$ cat config.mk
export PLATFORM = sky130hd
export DESIGN_NAME = serial_addsub
export DESIGN_NICKNAME = d
export VERILOG_FILES = /design/src/rtl/serial_addsub_pkg.sv /design/src/rtl/full_adder_cell.sv /design/src/rtl/serial_addsub.sv
export SDC_FILE = /design/constraint.sdc
export NUM_CORES = 1
export LEC_CHECK = 0
export CORE_MARGIN = 2
export CORE_UTILIZATION = 30
export CTS_BUF_LIST = sky130_fd_sc_hd__clkbuf_4 sky130_fd_sc_hd__clkbuf_8 sky130_fd_sc_hd__clkbuf_16
export DETAILED_ROUTE_END_ITERATION = 10
export SYNTH_ARGS = -nofsm -noshare
export SYNTH_HDL_FRONTEND = slang
export SYNTH_SLANG_ARGS = --single-unit
export TNS_END_PERCENT = 50
$ cat constraint.sdc
create_clock -name clk -period 1.9 [get_ports clk]
set_clock_uncertainty 0.15 [all_clocks]
set_input_delay 0.475 -clock clk [delete_from_list [all_inputs] [get_ports clk]]
set_output_delay 0.475 -clock clk [all_outputs]
set_load 0.01 [all_outputs]
$ cat src/rtl/serial_addsub_pkg.sv
// Shared definitions for the bit-serial adder/subtractor.
package serial_addsub_pkg;

    // Controller states: waiting for a request, shifting bits, one-cycle done.
    typedef enum logic [1:0] {
        IDLE = 2'd0,
        RUN  = 2'd1,
        DONE = 2'd2
    } state_e;

endpackage

$ cat src/rtl/full_adder_cell.sv
// Single-bit full adder built from a 3-to-8 one-hot minterm decode.
module full_adder_cell (
    input  logic a,
    input  logic b,
    input  logic cin,
    output logic s,
    output logic c
);

    logic [7:0] dec;

    // One-hot decode of {a,b,cin}; the outputs are ORs of the minterms where each is 1.
    always_comb begin
        dec = 8'b0000_0001 << {a, b, cin};
        s   = dec[1] | dec[2] | dec[4] | dec[7];
        c   = dec[3] | dec[5] | dec[6] | dec[7];
    end

endmodule

$ cat src/rtl/serial_addsub.sv
// Bit-serial add/subtract: one full-adder cell and a carry flop, LSB first,
// WIDTH cycles per operation plus a one-cycle done state.
module serial_addsub
    import serial_addsub_pkg::*;
#(
    parameter  int WIDTH = 8,
    localparam int CNT_W = $clog2(WIDTH)
) (
    input  logic             clk,
    input  logic             rst_n,
    input  logic             start,
    input  logic             sub,
    input  logic [WIDTH-1:0] a,
    input  logic [WIDTH-1:0] b,
    output logic             busy,
    output logic             done,
    output logic [WIDTH-1:0] result,
    output logic             cout,
    output logic             overflow
);

    state_e             state_q, state_d;
    logic [WIDTH-1:0]   sha_q, sha_d;
    logic [WIDTH-1:0]   shb_q, shb_d;
    logic [WIDTH-1:0]   res_q, res_d;
    logic               carry_q, carry_d;
    logic [CNT_W-1:0]   cnt_q, cnt_d;
    logic               cout_q, cout_d;
    logic               ovf_q, ovf_d;
    logic               fa_s, fa_c;

    full_adder_cell u_fa (
        .a   (sha_q[0]),
        .b   (shb_q[0]),
        .cin (carry_q),
        .s   (fa_s),
        .c   (fa_c)
    );

    // Next-state and datapath update; subtract is a + ~b + 1 via the carry seed.
    always_comb begin
        state_d = state_q;
        sha_d   = sha_q;
        shb_d   = shb_q;
        res_d   = res_q;
        carry_d = carry_q;
        cnt_d   = cnt_q;
        cout_d  = cout_q;
        ovf_d   = ovf_q;
        case (state_q)
            IDLE: begin
                if (start) begin
                    sha_d   = a;
                    shb_d   = sub ? ~b : b;
                    carry_d = sub;
                    cnt_d   = '0;
                    state_d = RUN;
                end
            end
            RUN: begin
                res_d   = {fa_s, res_q[WIDTH-1:1]};
                carry_d = fa_c;
                sha_d   = sha_q >> 1;
                shb_d   = shb_q >> 1;
                cnt_d   = cnt_q + 1'b1;
                if (cnt_q == CNT_W'(WIDTH - 1)) begin
                    // carry_q here is the carry into the sign bit.
                    cout_d  = fa_c;
                    ovf_d   = carry_q ^ fa_c;
                    state_d = DONE;
                end
            end
            DONE:    state_d = IDLE;
            default: state_d = IDLE;
        endcase
    end

    // State and datapath registers with synchronous active-low clear.
    always_ff @(posedge clk) begin
        if (!rst_n) begin
            state_q <= IDLE;
            sha_q   <= '0;
            shb_q   <= '0;
            res_q   <= '0;
            carry_q <= 1'b0;
            cnt_q   <= '0;
            cout_q  <= 1'b0;
            ovf_q   <= 1'b0;
        end else begin
            state_q <= state_d;
            sha_q   <= sha_d;
            shb_q   <= shb_d;
            res_q   <= res_d;
            carry_q <= carry_d;
            cnt_q   <= cnt_d;
            cout_q  <= cout_d;
            ovf_q   <= ovf_d;
        end
    end

    assign busy     = (state_q == RUN);
    assign done     = (state_q == DONE);
    assign result   = res_q;
    assign cout     = cout_q;
    assign overflow = ovf_q;

endmodule

==> flow_summary.ini, run 1 <==
[outcome]
status = completed

[clock_tree]
cts_made_buffers = 5
cts_tree = done
cts_resized = 3
cts_setup_buffers = 0
cts.sinks = 32
hold_buffers = 0
cts_buffer_depth = 2
clk_latency_ns = 0.29
clock_tree.root_cell = clkbuf_8
htree_levels = 2
clk_pin_slew_worst_paths_ns = 0.07

[global_route]
grt_max_degree = 20
grt_pass1_vias = 1148
antenna_found_initial = 0
grt_overflow = 0
grt_pass1_wl_um = 5220
grt_usage_pct = 12.7

[floorplanning]
start_util_pct = 31.3
core_area_um2 = 4750
pin_count = 32
die_y_um = 74.4
fp-row-count = 25
die_w_um = 74.4
die_area_um2 = 5540

[worst_setup_path]
cpPeakStageDelay_ns = 0.55
cp-end-kind = output port
required_ns = 1.27
cp-start-kind = flip-flop
cp_slowest_cell = clkdlybuf4s50_1
path_max_fanout = 3
worstPathCellList = clkdlybuf4s50_1
rrSetupSlack_ns = 0.34
cp.buffers_inverters = 1
crit_type = flip-flop to output port
crit_arrival_ns = 1.19
cp_top_family = buffers and inverters
cp.depth = 1
r2r_cells = 4

[synth]
netlist_area_um2 = 1490
synth_cells = 162
synth_ff_type = dfxtp_1
synth-edff-count = 0
synthArstFlopShare_pct = 0
post-synth-top-count-cell = dfxtp_1
synth.avg_cell_area_um2 = 9.18
synth-seq-cells = 32
synth_top_area_cell = dfxtp_1
yosysUniqueCellTypes = 34
synthTopCellsByArea = dfxtp_1, nand2_1, o221a_2, a21oi_1, xor2_1
synth_common_cells = dfxtp_1, nand2_1, a21oi_1, nor2_1, a22oi_1
synth_top_area_share_pct = 43.1
synth_warnings = 0
syn-num-nets = 185
synth-seq-area-share_pct = 43.1

[timing]
setup_viol = 0
tightest_slew_ns = 0.450
relSlewSlack_pct = 70.0
hold_violations = 0
rsz0062_at_grt = false
drv_slew = 0
period_needed_ns = 1.82
timing.fmax_ghz = 0.551
finalCritPeriodShare_pct = 95.5

[place]
io_buffers = 31
gp_congestion = 0.768
hpwlAfterDp_um = 2070
dpl_cell_area_um2 = 1870

[power_and_ir_drop]
sw_frac_of_total_pct = 25.1
p_switching_w = 0.000373
totalPowerFinal_w = 0.00149
power_density_nw_per_um2 = 758
p_leak_nw = 0.757
vdd_drop_max_uv = 360
p_comb_share_pct = 14.4
intPower_w = 0.00111
p_seq_share_pct = 49.3
pwr-share-clk_pct = 36.3

[drt]
drc = 0
detailroute.via_count = 1204
first_pass_iters = 4
drt_wl_total_um = 2980
postRouteAntennaNets = 0
drt_iter0_drc = 48
vias_per_cell = 4.53
wire_per_inst_um = 11.2

[hold_path]
hold_path_class = flip-flop to flip-flop
whs_path_depth = 2

[layout]
syn2layout_area_growth_pct = 31.9
fin_area_um2 = 1960
n_antenna_cell = 0
finalNetCount = 221
drive_gt1_share_pct = 17.6

[flow_run]
drv_cap = 0
==> cells by family after synthesis <==
family / after synthesis / synth area share [%]
adders and majority gates: 3 / 3.03
xor gates and xnor gates: 9 / 5.30
muxes: 1 / 0.673
DFF: 32 / 43.1
AOI/OAI and AO/OA: 47 / 22.7
and+or+nand+nor: 54 / 17.9
buffers and inverters: 16 / 7.32
==> path summary, 6_finish.rpt <==
path | from | end
max | result[7]$_SDFFE_PN0P_ | result[7]
min reg2reg | overflow$_SDFFE_PN0P_ | overflow$_SDFFE_PN0P_
min | overflow$_SDFFE_PN0P_ | overflow$_SDFFE_PN0P_
max reg2reg | carry_q$_SDFFE_PN0P_ | carry_q$_SDFFE_PN0P_
==> final cells by class <==
type,count,area [um^2]
clock buffers,6,82.6
clock inverters,2,10.0
fillers,505,2790
inverters,3,11.3
multi-input cells,114,742
flip-flops and latches,32,642
well taps,67,83.8
repair buffers,42,390
==> metal layers <==
metal | wire length [um] | global-route usage [%] | part of all wire [%] | up-vias
li1 | - | - | - | 633
met1 | 1510 | 16.2 | 51 | 534
met2 | 1260 | 17.9 | 42 | 33
met3 | 154 | 5.69 | 5.2 | 4
met4 | 55 | 6.55 | 1.8 | 0
met5 | 0 | 0 | 0 | -
==> flip-flops by register name, summed over array words and instances (netlist names) <==
register	count
overflow	1
sha_q	8
cout	1
state_q	2
cnt_q	3
carry_q	1
result	8
shb_q	8
==> cell usage in the layout, fill, tap and decap left out, types with 6 or more instances in the layout <==
cell | netlist | final
dfxtp_1 | 32 | 31
clkdlybuf4s50_1 | 0 | 29
nand2_1 | 25 | 25
a21oi_1 | 16 | 16
nor2_1 | 13 | 13
buf_4 | 2 | 11
a22oi_1 | 9 | 9
o21ai_0 | 8 | 8
o221a_2 | 8 | 8
xor2_1 | 8 | 8
nor2b_1 | 7 | 7
clkbuf_8 | 0 | 6
==> through the flow <==
| stage | hold WS (ns) | utilization (%) | instances | setup TNS (ns) | setup slack [ns] |
|---|---|---|---|---|---|
| after floorplan | 0.301 | - | 162 | 0 | 0.345 |
| after global placement | 0.293 | 39.3 | 258 | -2.12 | -0.154 |
| after detailed placement | 0.298 | 39.3 | 258 | -2.73 | -0.198 |
| after CTS | 0.309 | 41.2 | 266 | 0 | 0.0708 |
| after global routing | 0.331 | 41.3 | 266 | 0 | 0.0115 |
| final | 0.308 | 41.3 | 266 | 0 | 0.0846 |
==> worst min-delay path, stage by stage, from the launching register on <==
cell and delay, ns:
dfxtp_1 0.31, nand2_1 0.05, a21oi_1 0.05
==> power by group through the flow <==
| stage | logic (W) | clock network (W) | registers (W) |
|---|---|---|---|
| 2_1_floorplan | 0.000142 | 0 | 0.000743 |
| 3_3_place_gp | 0.000216 | 0 | 0.000747 |
| 3_5_place_dp | 0.000217 | 0 | 0.000747 |
| 4_1_cts | 0.000216 | 0.000565 | 0.000732 |
| 5_1_grt | 0.000240 | 0.000596 | 0.000737 |
| 6_report | 0.000215 | 0.000540 | 0.000733 |
No activity file was read; power rests on OpenSTA's default activity.
==> run 2, diff against run 1 <==
--- a/config.mk
+++ b/config.mk
@@ -8,6 +8,7 @@
 export CORE_MARGIN = 2
 export CORE_UTILIZATION = 30
 export CTS_BUF_LIST = sky130_fd_sc_hd__clkbuf_4 sky130_fd_sc_hd__clkbuf_8 sky130_fd_sc_hd__clkbuf_16
+export CTS_CLUSTER_DIAMETER = 80
 export DETAILED_ROUTE_END_ITERATION = 10
 export SYNTH_ARGS = -nofsm -noshare
 export SYNTH_HDL_FRONTEND = slang
==> results of run 2 <==
No change in the layout: final DEF, timing and power equal those of run 1.
==> run 3, diff against run 2 <==
--- a/config.mk
+++ b/config.mk
@@ -10,6 +10,7 @@
 export CTS_BUF_LIST = sky130_fd_sc_hd__clkbuf_4 sky130_fd_sc_hd__clkbuf_8 sky130_fd_sc_hd__clkbuf_16
 export CTS_CLUSTER_DIAMETER = 80
 export DETAILED_ROUTE_END_ITERATION = 10
+export GPL_TIMING_DRIVEN = 0
 export SYNTH_ARGS = -nofsm -noshare
 export SYNTH_HDL_FRONTEND = slang
 export SYNTH_SLANG_ARGS = --single-unit
==> constraint.sdc (replaced) <==
create_clock -name clk -period 1.5 [get_ports clk]
set_clock_uncertainty 0.15 [all_clocks]
set_input_delay 0.375 -clock clk [delete_from_list [all_inputs] [get_ports clk]]
set_output_delay 0.375 -clock clk [all_outputs]
set_load 0.01 [all_outputs]
==> flow_summary.ini, run 3 (synthesized netlist as in run 1, its figures left out) <==
[worst_setup_path]
required_ns = 0.97
crit_type = flip-flop to output port
cp-start-kind = flip-flop
cp-end-kind = output port
rrSetupSlack_ns = 0.03
crit_arrival_ns = 1.11
path_max_fanout = 2

[layout]
finalNetCount = 230
drive_gt1_share_pct = 25.5
layout.cells.non_filler = 275
layout_common_cells = dfxtp_1, nand2_1, clkdlybuf4s50_1
final_common_cell = dfxtp_1
syn2layout_area_growth_pct = 41.2
n_fill_cell = 488
fin_area_um2 = 2100
n_antenna_cell = 0

[timing]
setup_viol = 1
setup_ws_ns = -0.130
tightest_slew_ns = 0.482
drv_slew = 0
hold_violations = 0
rsz0062_at_grt = true
setup_tns_ns = -0.130
period_needed_ns = 1.63
finalCritPeriodShare_pct = 109
timing.fmax_ghz = 0.613
relSlewSlack_pct = 67.9

[drt]
drt_iter0_drc = 50
first_pass_iters = 4
vias_per_cell = 4.60
wire_per_inst_um = 11.6
drc = 0
detailroute.via_count = 1265
drt_wl_total_um = 3190
postRouteAntennaNets = 0

[clock_tree]
cts_buffer_depth = 2
htree_levels = 2
clock_tree.root_cell = clkbuf_8
cts_made_buffers = 5
cts_tree = done
clk_pin_slew_worst_paths_ns = 0.07
cts.sinks = 32
hold_buffers = 0
clk_latency_ns = 0.29

[power_and_ir_drop]
p_leak_nw = 0.866
vdd_drop_max_uv = 450
power_density_nw_per_um2 = 976

[floorplanning]
die_y_um = 74.4
pin_count = 32
die_area_um2 = 5540
start_util_pct = 31.3
fp-row-count = 25
die_w_um = 74.4
core_area_um2 = 4750

[global_route]
antenna_found_initial = 0
grt_pass1_wl_um = 5600
grt_overflow = 0
grt_max_degree = 11
grt_pass1_vias = 1239
grt_usage_pct = 13.5

[place]
io_buffers = 29
dp_cells = 258
hpwlAfterDp_um = 2070
dpl_cell_area_um2 = 1860
gp_congestion = 0.712

[flow_run]
drv_cap = 0

[hold_path]
hold_path_class = input port to flip-flop

[outcome]
status = finished with violations
violations = negative setup slack
[run 3: cell types whose count changed in the layout (fill, tap and decap cells not counted), sizes merged]
cell and change:
buf +11, bufinv +1, clkbuf +2, clkdlybuf4s50 -13
clkinv -1, dlygate4sd2 +8, dlymetal6s2s +1
[run 3: per-stage QoR]
step / hold slack, ns / worst slack (ns) / total power [W] / util, %
2_1_floorplan: 0.301 / 0.0376 / 0.00112 / -
3_3_place_gp: 0.289 / -0.554 / 0.00122 / 39.2
3_5_place_dp: 0.295 / -0.582 / 0.00122 / 39.2
4_1_cts: 0.276 / -0.245 / 0.00206 / 43.2
5_1_grt: 0.288 / -0.152 / 0.00215 / 44.2
6_report: 0.280 / -0.130 / 0.00205 / 44.2
[run 3: path summary, 6_finish.rpt]
path	from	endpoint	cells after the start
min reg2reg	overflow$_SDFFE_PN0P_	overflow$_SDFFE_PN0P_	2
max reg2reg	state_q[1]$_SDFFE_PN0P_	shb_q[5]$_SDFFE_PN0P_	6
max	state_q[1]$_SDFFE_PN0P_	done	4
min	rst_n	sha_q[2]$_SDFFE_PN0P_	2
[run 3: critical path, cell delays in order (launching register included)]
cell and delay, ns:
dfxtp_2 0.34, buf_6 0.12, clkbuf_16 0.13, nor2b_4 0.12
buf_6 0.11
[run 3: final cells by class]
class	instances	area [um^2]	share of cell area, %
Multi-Input combinational cell	114	768	36.6
Sequential cell	32	646	30.7
Timing Repair Buffer	41	377	17.9
Buffer	10	101	4.82
Tap cell	67	83.8	3.99
Clock buffer	6	76.3	3.63
Clock inverter	2	35.0	1.67
Inverter	3	13.8	0.655
[run 3: power breakdown]
| group | internal [W] | total, W | switching (W) |
|---|---|---|---|
| logic | 0.000167 | 0.000298 | 0.000131 |
| registers | 0.000896 | 0.000929 | 0.0000330 |
| clock network | 0.000510 | 0.000824 | 0.000313 |
[run 3: layer usage]
metal / vias up / wire [um] / track usage (%) / share of wire, %
met5: - / 0 / 0 / 0
met4: 0 / 38 / 6.75 / 1.2
met3: 4 / 152 / 4.07 / 4.8
met2: 30 / 1370 / 18.8 / 43
met1: 579 / 1630 / 18.7 / 51
li1: 652 / - / - / -
[run 3: timing repair]
item,CTS,global route
resized for setup,34,13
cloned,0,1
pin swaps,0,2
endpoints found under the setup margin,30,24
setup buffers,8,4
hold endpoints to repair,0,0
